$ cat src/rtl/core_run_monitor_if.sv
// Trace readout port of core_run_monitor: one captured instruction record per beat.
// A record transfers on a cycle where tr_valid & tr_ready are both high; while tr_valid is high and tr_ready low, tr_valid and every tr_* field hold.
interface core_run_monitor_if #(
    parameter int XLEN  = 32,
    parameter int REG_W = 5
);
    logic             tr_valid;
    logic             tr_ready;
    logic [XLEN-1:0]  tr_pc;
    logic [XLEN-1:0]  tr_inst;
    logic [REG_W-1:0] tr_rs1;
    logic [REG_W-1:0] tr_rs2;
    logic [REG_W-1:0] tr_rd;

    modport master (
        output tr_valid, tr_pc, tr_inst, tr_rs1, tr_rs2, tr_rd,
        input  tr_ready
    );

    modport slave (
        input  tr_valid, tr_pc, tr_inst, tr_rs1, tr_rs2, tr_rd,
        output tr_ready
    );
endinterface

$ cat src/rtl/core_run_monitor.sv
// Run controller for ChronosCore: gates core_en, bounds the run by TIMEOUT cycles or EBREAK,
// and keeps the last DEPTH instruction records in a ring buffer that is drained after the run.
module core_run_monitor #(
    parameter int XLEN    = 32,
    parameter int REG_W   = 5,
    parameter int DEPTH   = 16,
    parameter int TIMEOUT = 100,
    parameter int CNT_W   = 16
) (
    input  logic                     clk,
    input  logic                     rst,
    input  logic                     start,
    input  logic                     inst_valid,
    input  logic [XLEN-1:0]          pc,
    input  logic [XLEN-1:0]          inst,
    input  logic [REG_W-1:0]         rs1,
    input  logic [REG_W-1:0]         rs2,
    input  logic [REG_W-1:0]         rd,
    output logic                     core_en,
    output logic                     done,
    output logic                     timed_out,
    output logic                     overflow,
    output logic [CNT_W-1:0]         cycle_count,
    output logic [$clog2(DEPTH):0]   level,
    output logic [1:0]               dbg_state,
    core_run_monitor_if.master       tr
);
    localparam int PTR_W = $clog2(DEPTH);
    localparam int LVL_W = PTR_W + 1;
    localparam int REC_W = 2 * XLEN + 3 * REG_W;
    localparam logic [XLEN-1:0] EBREAK = XLEN'(32'h00100073);

    typedef enum logic [1:0] {
        IDLE = 2'd0,
        RUN  = 2'd1,
        DONE = 2'd2
    } state_t;

    state_t               r_state;
    state_t               w_state_nxt;
    logic [PTR_W-1:0]     r_wr_ptr;
    logic [PTR_W-1:0]     r_rd_ptr;
    logic [LVL_W-1:0]     r_level;
    logic [CNT_W-1:0]     r_cnt;
    logic                 r_timed_out;
    logic                 r_overflow;
    logic [REC_W-1:0]     r_mem [DEPTH];

    logic                 w_clear;
    logic                 w_wr;
    logic                 w_pop;
    logic                 w_ebreak;
    logic                 w_timeout;
    logic                 w_full;
    logic                 w_tr_valid;
    logic [REC_W-1:0]     w_head;

    assign w_full     = (r_level == LVL_W'(DEPTH));
    assign w_tr_valid = (r_state == DONE) && (r_level != '0);
    assign w_head     = r_mem[r_rd_ptr];

    always_ff @(posedge clk or negedge rst) begin
        if (!rst) r_state <= IDLE;
        else      r_state <= w_state_nxt;
    end

    always_comb begin
        w_state_nxt = r_state;
        w_clear     = 1'b0;
        w_wr        = 1'b0;
        w_pop       = 1'b0;
        w_ebreak    = 1'b0;
        w_timeout   = 1'b0;
        case (r_state)
            IDLE: begin
                if (start) begin
                    w_state_nxt = RUN;
                    w_clear     = 1'b1;
                end
            end
            RUN: begin
                w_wr      = inst_valid;
                w_ebreak  = inst_valid && (inst == EBREAK);
                // Leaving after this cycle makes cycle_count land exactly on TIMEOUT.
                w_timeout = (r_cnt == CNT_W'(TIMEOUT - 1));
                if (w_ebreak || w_timeout) w_state_nxt = DONE;
            end
            DONE: begin
                if (start) begin
                    w_state_nxt = RUN;
                    w_clear     = 1'b1;
                end else begin
                    w_pop = w_tr_valid && tr.tr_ready;
                end
            end
            default: w_state_nxt = IDLE;
        endcase
    end

    always_ff @(posedge clk or negedge rst) begin
        if (!rst) begin
            r_wr_ptr    <= '0;
            r_rd_ptr    <= '0;
            r_level     <= '0;
            r_cnt       <= '0;
            r_timed_out <= 1'b0;
            r_overflow  <= 1'b0;
        end else if (w_clear) begin
            r_wr_ptr    <= '0;
            r_rd_ptr    <= '0;
            r_level     <= '0;
            r_cnt       <= '0;
            r_timed_out <= 1'b0;
            r_overflow  <= 1'b0;
        end else begin
            if (r_state == RUN) r_cnt <= r_cnt + 1'b1;
            if (w_timeout && !w_ebreak) r_timed_out <= 1'b1;
            if (w_wr) begin
                r_wr_ptr <= r_wr_ptr + 1'b1;
                // A full buffer drops its oldest record so the newest DEPTH are kept.
                if (w_full) begin
                    r_rd_ptr   <= r_rd_ptr + 1'b1;
                    r_overflow <= 1'b1;
                end else begin
                    r_level <= r_level + 1'b1;
                end
            end
            if (w_pop) begin
                r_rd_ptr <= r_rd_ptr + 1'b1;
                r_level  <= r_level - 1'b1;
            end
        end
    end

    always_ff @(posedge clk) begin
        if (w_wr) r_mem[r_wr_ptr] <= {pc, inst, rs1, rs2, rd};
    end

    always_comb begin
        tr.tr_valid = w_tr_valid;
        tr.tr_pc    = '0;
        tr.tr_inst  = '0;
        tr.tr_rs1   = '0;
        tr.tr_rs2   = '0;
        tr.tr_rd    = '0;
        if (w_tr_valid) begin
            tr.tr_pc   = w_head[REC_W-1 -: XLEN];
            tr.tr_inst = w_head[REC_W-XLEN-1 -: XLEN];
            tr.tr_rs1  = w_head[3*REG_W-1 -: REG_W];
            tr.tr_rs2  = w_head[2*REG_W-1 -: REG_W];
            tr.tr_rd   = w_head[REG_W-1:0];
        end
    end

    assign core_en     = (r_state == RUN);
    assign done        = (r_state == DONE);
    assign timed_out   = r_timed_out;
    assign overflow    = r_overflow;
    assign cycle_count = r_cnt;
    assign level       = r_level;
    assign dbg_state   = r_state;
endmodule

$ cat src/flat_wrapper.sv
// flat-port wrapper written by rule: the top's interface ports become plain ports
module core_run_monitor_flat 
#(
    parameter int XLEN    = 32,
    parameter int REG_W   = 5,
    parameter int DEPTH   = 16,
    parameter int TIMEOUT = 100,
    parameter int CNT_W   = 16
)
  (clk, rst, start, inst_valid, pc, inst, rs1, rs2, rd, core_en, done, timed_out, overflow, cycle_count, level, dbg_state, tr_tr_valid, tr_tr_pc, tr_tr_inst, tr_tr_rs1, tr_tr_rs2, tr_tr_rd, tr_tr_ready);
  core_run_monitor_if #(.XLEN(XLEN), .REG_W(REG_W)) tr_i ();
  input  logic clk;
  input  logic rst;
  input  logic start;
  input  logic inst_valid;
  input  logic [XLEN-1:0] pc;
  input  logic [XLEN-1:0] inst;
  input  logic [REG_W-1:0] rs1;
  input  logic [REG_W-1:0] rs2;
  input  logic [REG_W-1:0] rd;
  output logic core_en;
  output logic done;
  output logic timed_out;
  output logic overflow;
  output logic [CNT_W-1:0] cycle_count;
  output logic [$clog2(DEPTH):0] level;
  output logic [1:0] dbg_state;
  output wire logic [$bits(tr_i.tr_valid)-1:0] tr_tr_valid;
  output wire logic [$bits(tr_i.tr_pc)-1:0] tr_tr_pc;
  output wire logic [$bits(tr_i.tr_inst)-1:0] tr_tr_inst;
  output wire logic [$bits(tr_i.tr_rs1)-1:0] tr_tr_rs1;
  output wire logic [$bits(tr_i.tr_rs2)-1:0] tr_tr_rs2;
  output wire logic [$bits(tr_i.tr_rd)-1:0] tr_tr_rd;
  input wire logic [$bits(tr_i.tr_ready)-1:0] tr_tr_ready;
  assign tr_tr_valid = tr_i.tr_valid;
  assign tr_tr_pc = tr_i.tr_pc;
  assign tr_tr_inst = tr_i.tr_inst;
  assign tr_tr_rs1 = tr_i.tr_rs1;
  assign tr_tr_rs2 = tr_i.tr_rs2;
  assign tr_tr_rd = tr_i.tr_rd;
  assign tr_i.tr_ready = tr_tr_ready;
  core_run_monitor #(.XLEN(XLEN), .REG_W(REG_W), .DEPTH(DEPTH), .TIMEOUT(TIMEOUT), .CNT_W(CNT_W)) u_core (.clk(clk), .rst(rst), .start(start), .inst_valid(inst_valid), .pc(pc), .inst(inst), .rs1(rs1), .rs2(rs2), .rd(rd), .core_en(core_en), .done(done), .timed_out(timed_out), .overflow(overflow), .cycle_count(cycle_count), .level(level), .dbg_state(dbg_state), .tr(tr_i));
endmodule
$ cat config.mk
export PLATFORM = sky130hd
export DESIGN_NAME = core_run_monitor_flat
export DESIGN_NICKNAME = d
export VERILOG_FILES = /design/src/rtl/core_run_monitor_if.sv /design/src/rtl/core_run_monitor.sv /design/src/flat_wrapper.sv
export SDC_FILE = /design/constraint.sdc
export NUM_CORES = 1
export LEC_CHECK = 0
export ABC_AREA = 1
export CAP_MARGIN = 20
export CORE_MARGIN = 4
export CORE_UTILIZATION = 40
export CTS_BUF_LIST = sky130_fd_sc_hd__clkbuf_16
export DETAILED_ROUTE_END_ITERATION = 8
export GPL_TIMING_DRIVEN = 0
export SLEW_MARGIN = 20
export SYNTH_ARGS = -nofsm -noshare
export SYNTH_HDL_FRONTEND = slang
export SYNTH_SLANG_ARGS = --single-unit
$ cat constraint.sdc
create_clock -name clk -period 5.8 [get_ports clk]
set_input_delay 1.16 -clock clk [delete_from_list [all_inputs] [get_ports clk]]
set_output_delay 1.16 -clock clk [all_outputs]
set_load 0.01 [all_outputs]
**After elaboration in Yosys (flattened, before gate mapping)**

Memories as Yosys holds them, arrays and structs flattened.
Index checks and enable logic that the tools add are counted.

- Output and inout port bits: 107
- Bits of input ports: 84
- Word-level logic and storage cells: 74
- Memories kept: 1
- Bits in writable memories: 1264
- Register bits after elaboration: 33

- Reductions and logical operators: 19
- Eq/ne operators: 8
- $add $sub $neg: 5
- Muxes and demuxes: 34

Memory list:

| name | depth | width | read ports | clocked after Yosys merged registers in | wr ports | line | source |
|---|---|---|---|---|---|---|---|
| u_core.r_mem | 16 | 79 | 1 | 0 | 1 | core_run_monitor.sv:47 | `logic [REC_W-1:0] r_mem [DEPTH];` |

Operators with widths:

| kind | count |
|---|---|
| 32-bit two-way mux | 2 |
| 5-bit two-way mux | 7 |
| 32-bit by 21-bit == test with 1-bit output (second input constant) | 1 |
| 16-bit two-way mux | 2 |
| 4-bit two-way mux | 6 |
| 16-bit by 1-bit adder with 16-bit output (second input constant) | 1 |
| 16-bit by 7-bit == test with 1-bit output (second input constant) | 1 |
| 1-bit two-way mux | 14 |
| 4-bit by 1-bit adder with 4-bit output (second input constant) | 2 |
| 2-bit AND reduction | 4 |
| 2-bit nonzero test | 4 |
| 3-bit nonzero test | 2 |
| 5-bit by 1-bit adder with 5-bit output (second input constant) | 1 |
| 5-bit == test (second input constant) | 1 |
| 5-bit nonzero test | 1 |
| 5-bit by 1-bit subtractor with 5-bit output (second input constant) | 1 |
| 1-bit logical AND | 4 |
| 2-bit two-way mux | 2 |
| 2-bit by 1-bit inequality test with 1-bit output (second input constant) | 2 |
| 2-bit case mux with 2 select lines | 1 |
| 3-bit by 1-bit inequality test with 1-bit output (second input constant) | 1 |
| 2-bit by 1-bit == test with 1-bit output (second input constant) | 1 |
| 2-bit == test (second input constant) | 1 |
| 2-bit zero test | 1 |
| 3 further kinds | 3 |

**Depth between registers and ports, before layout**

- Depth after elaboration: 7
- Gate-level depth with buffers: 13
- Mapped depth without buffers: 13

**Least setup slack after synthesis**

OpenSTA, ideal clock, no wires.

- Path kind: input -> register
- Start point: input port inst_valid
- End point: memory u_core.r_mem[15][0] (netlist name) (enable)
- Setup slack: 0.542 ns
- Stages: 4
- Data arrival time: 4.741 ns
- Required time: 5.283 ns
- Setup time: 0.517 ns
- Path buffers: 0
- Cells stage by stage: nand2_2 -> inv_2 -> nand2_1 -> nor2_1

- Longest elaborated chain between the ends: 3

RTL lines:

| element | line | source |
|---|---|---|
| from (decl) | flat_wrapper.sv:15 | `input logic inst_valid;` |
| 1-bit two-way mux | core_run_monitor.sv:74 | `case (r_state)` |
| 1-bit two-way mux | core_run_monitor.sv:136 | `if (w_wr) r_mem[r_wr_ptr] <= {pc, inst, rs1, rs2, rd};` |
| 1-bit two-way mux (implied by the code) | core_run_monitor.sv:136 |  |
| to (decl) | core_run_monitor.sv:47 |  |

No other way between the ends.

**Worst setup path in the final report**

- Start point: register u_core.r_rd_ptr[0]
- End point: output port tr_tr_pc[17]

- Longest elaborated chain between the ends: 2

RTL lines:

| element | line | source |
|---|---|---|
| from (decl) | core_run_monitor.sv:42 | `logic [PTR_W-1:0] r_rd_ptr;` |
| from (signal assigned) | core_run_monitor.sv:122 | `r_rd_ptr <= r_rd_ptr + 1'b1;` |
| from (signal assigned) | core_run_monitor.sv:129 | `r_rd_ptr <= r_rd_ptr + 1'b1;` |
| memory 16 x 79 bit | n/a |  |
| 32-bit two-way mux | core_run_monitor.sv:146 | `if (w_tr_valid) begin` |
| to (decl) | flat_wrapper.sv:29 | `output wire logic [$bits(tr_i.tr_pc)-1:0] tr_tr_pc;` |

No other way between the ends.

==> metrics <==
Critical Path AT 4.30 ns; synth-to-layout area growth 19.47%; final setup vio count 0; max_slew headroom 25.90%; area leader, netlist edfxtp_1; Worst VDD drop 309.6 uV; Final Max Tran Viols 0; I/O Pins 191; fmax 183.1 MHz; post-cts hold buffer count 0; final wirelength 165,300 um; initial antenna violation count 8; HPWL Detailed 112,600 um; synth top area cells edfxtp_1, nor2_1, o21ai_0; share of cells above drive strength 1 8.598%; R2R Path Start u_core.dbg_state[0]$_DFFE_PN0P_; sequential-to-total area share from yosys stat 73.95%; Post-Synthesis Net Count 4,491; clock transition at the registers of the reported paths 0.06 ns; worst setup margin 0.3372 ns; Max-cap violations 0; count leader, synth edfxtp_1; M3 GR Usage 4.587%; die area 137,000 um2; fin nets 4,895; global routing's busiest layer met2; Placer Congestion 0.8082; Switch Pwr 10.15 mW; GR Overflow Total 0; Startpoint Class flop; first-pass GRT wire length 237,400 um; Synth Instances 4,397; post-route clock period utilization 94.19%; Syn Area/Cell 11.93 um2; Synth top cells by count edfxtp_1, nor2_1, o21ai_0, nand3_1, nand2_1; Total Routing Usage GR 23.77%; met2 usage 37.82%; maximum fanout along the worst path 10; Post-synth ARST share 2.544%; internal power 18.22 mW; H-tree level count 4; I/O Buffers 190; sequential share of power 40.5%; CTS resizes 0; Crit path required time 4.64 ns; Yosys warning total 0; final hold vios 0; row count 132; global routing usage on met1 32.76%; Gate power share 30.7%; Tmin final 5.463 ns; number of DRC markers in iteration 0 4,412; Synth Cell Area 52,440 um2; Reg2Reg Depth 10; Power Density 452.7 nW/um2; clk sink count 1,297; Clk network pwr share 28.8%; Worst R2R Setup Slack 2.63 ns; total clock buffers created by CTS 134; leakage power 21.71 nW; Post CTS Setup Buffer Count 0; Distinct cells, synth 33; flip-flop and latch count after synthesis 1,297; Clock Skews 0.02776 ns; latest clock arrival within the worst-skew pair 0.74 ns; critical path endpoint category output pin; Synth top area share 72.38%; Longest Clk Path Bufs 3; number of synthesized flops with an enable pin 1,264; Final Total Pwr 28.37 mW; Final ANT Viol Nets 0; vias post-DR 36,361; Starting Density 40.40%; Routed wire per std cell 24.84 um; number of global-route vias before repair 34,443; Tightest Hold Check Type input port to asynchronous set/reset pin; largest net degree at the start of global routing 22; switching fraction of total power 35.78%; status complete, no violations; Post-Place Worst Slack 1.242 ns; Vias per Instance 5.466; Die Y 370.1 um; CTS tree yes; TritonRoute pass-1 iters 5; DRC 0; reg2reg end u_core.r_mem[5][36]$_DFFE_PP_; Core Region 129,800 um2; Worst Tran Pin Value 1.112 ns; CTS root buffer clkbuf_16; RSZ-0062 raised after global routing false; Die X 370.1 um; crit path kind flop to output pin; top_reg_cell synth edfxtp_1; FILL cells 11,473
layout make-up:
type / instances / area [um2] / share of cell area [%]
diodes: 2 / 5.005 / 0.007988
plain buffers: 272 / 1388 / 2.215
clock buffers: 137 / 3428 / 5.472
clock inverters: 106 / 738.2 / 1.178
inverters: 74 / 280.3 / 0.4473
multi-input cells: 2754 / 12120 / 19.34
flip-flops and latches: 1297 / 38780 / 61.90
well taps: 1742 / 2180 / 3.479
repair buffers: 268 / 3732 / 5.957
metrics by stage:
stage / area, um2 / hold WS [ns] / TNS [ns] / util [%] / cells
finish: 62650 / 0.3506 / 0 / 48.26 / 6652
global route: 62650 / 0.3451 / 0 / 48.26 / 6650
CTS: 62650 / 0.3026 / 0 / 48.26 / 6650
detailed placement: 58480 / 0.4919 / 0 / 45.05 / 6407
global placement: 56520 / 0.4819 / -5094.40 / 43.54 / 6329
floorplan: 52440 / 0.5351 / 0 / - / 4397
flip-flops by register name (all words and copies together) (netlist names):
| name | cells |
|---|---|
| u_core.cycle_count | 16 |
| u_core.r_mem | 1264 |
| u_core.r_rd_ptr | 4 |
| u_core.dbg_state | 2 |
| u_core.level | 5 |
| u_core.timed_out | 1 |
| u_core.r_wr_ptr | 4 |
| u_core.overflow | 1 |
critical path: stages, from the launching register on:
cell	delay [ns]
dfrtp_1	0.43
buf_6	0.16
inv_4	0.16
buf_4	0.40
clkbuf_1	0.63
o21ai_0	0.19
nand3_1	0.12
nand3_1	0.10
a21oi_1	0.66
clkdlybuf4s50_1	0.68
layout by cell type, fill, tap and decap left out, types with 14 or more instances in the layout:
| cell type | instances |
|---|---|
| nand2_1 | 467 |
| o21ai_0 | 516 |
| buf_1 | 23 |
| nor2_1 | 1100 |
| buf_6 | 14 |
| dfrtp_1 | 33 |
| nand3_1 | 472 |
| inv_1 | 103 |
| clkbuf_16 | 137 |
| a21oi_1 | 91 |
| buf_16 | 39 |
| nor2_4 | 17 |
| clkbuf_1 | 107 |
| o21ai_1 | 34 |
| buf_2 | 84 |
| edfxtp_1 | 1264 |
| clkinv_2 | 20 |
| buf_4 | 43 |
| o211ai_1 | 23 |
| clkinv_1 | 33 |
| clkdlybuf4s50_1 | 189 |
| buf_12 | 36 |
metal layers:
metal	share of wire [%]	up-vias
met5	0.031	-
met4	3.3	8
met3	9.7	290
met2	46	1898
met1	41	17847
li1	-	16318
logic make-up after synthesis:
group                      share of synthesized area, %
DFF                                               73.95
adders and majority gates                        0.2529
buffers and inverters                             3.171
xor gates and xnor gates                        0.06682
and+or+nand+nor                                   16.05
AOI/OAI and AO/OA                                 6.509
worst max path at each step:
stage	start	cells past startpoint	end	slack, ns
after global placement	inst_valid	5	u_core.r_mem[10][53]$_DFFE_PP_	-4.40
after floorplan	inst_valid	4	u_core.r_mem[15][0]$_DFFE_PP_	0.54
final	u_core.r_rd_ptr[0]$_DFFE_PN0P_	9	tr_tr_pc[17]	0.34
after CTS	u_core.r_rd_ptr[0]$_DFFE_PN0P_	9	tr_tr_pc[17]	0.49
after global routing	u_core.r_rd_ptr[0]$_DFFE_PN0P_	9	tr_tr_pc[17]	0.32
after detailed placement	u_core.r_rd_ptr[0]$_DFFE_PN0P_	9	tr_tr_pc[23]	1.24
power by group through the flow:
stage	logic [mW]	clock network, mW	registers (mW)
finish	8.71	8.18	11.5
global route	9.41	8.63	11.5
CTS	8.66	8.25	11.5
detailed placement	8.63	0	11.7
global placement	8.06	0	11.9
floorplan	4.70	0	11.7
Power figures use the tool's default switching activity.
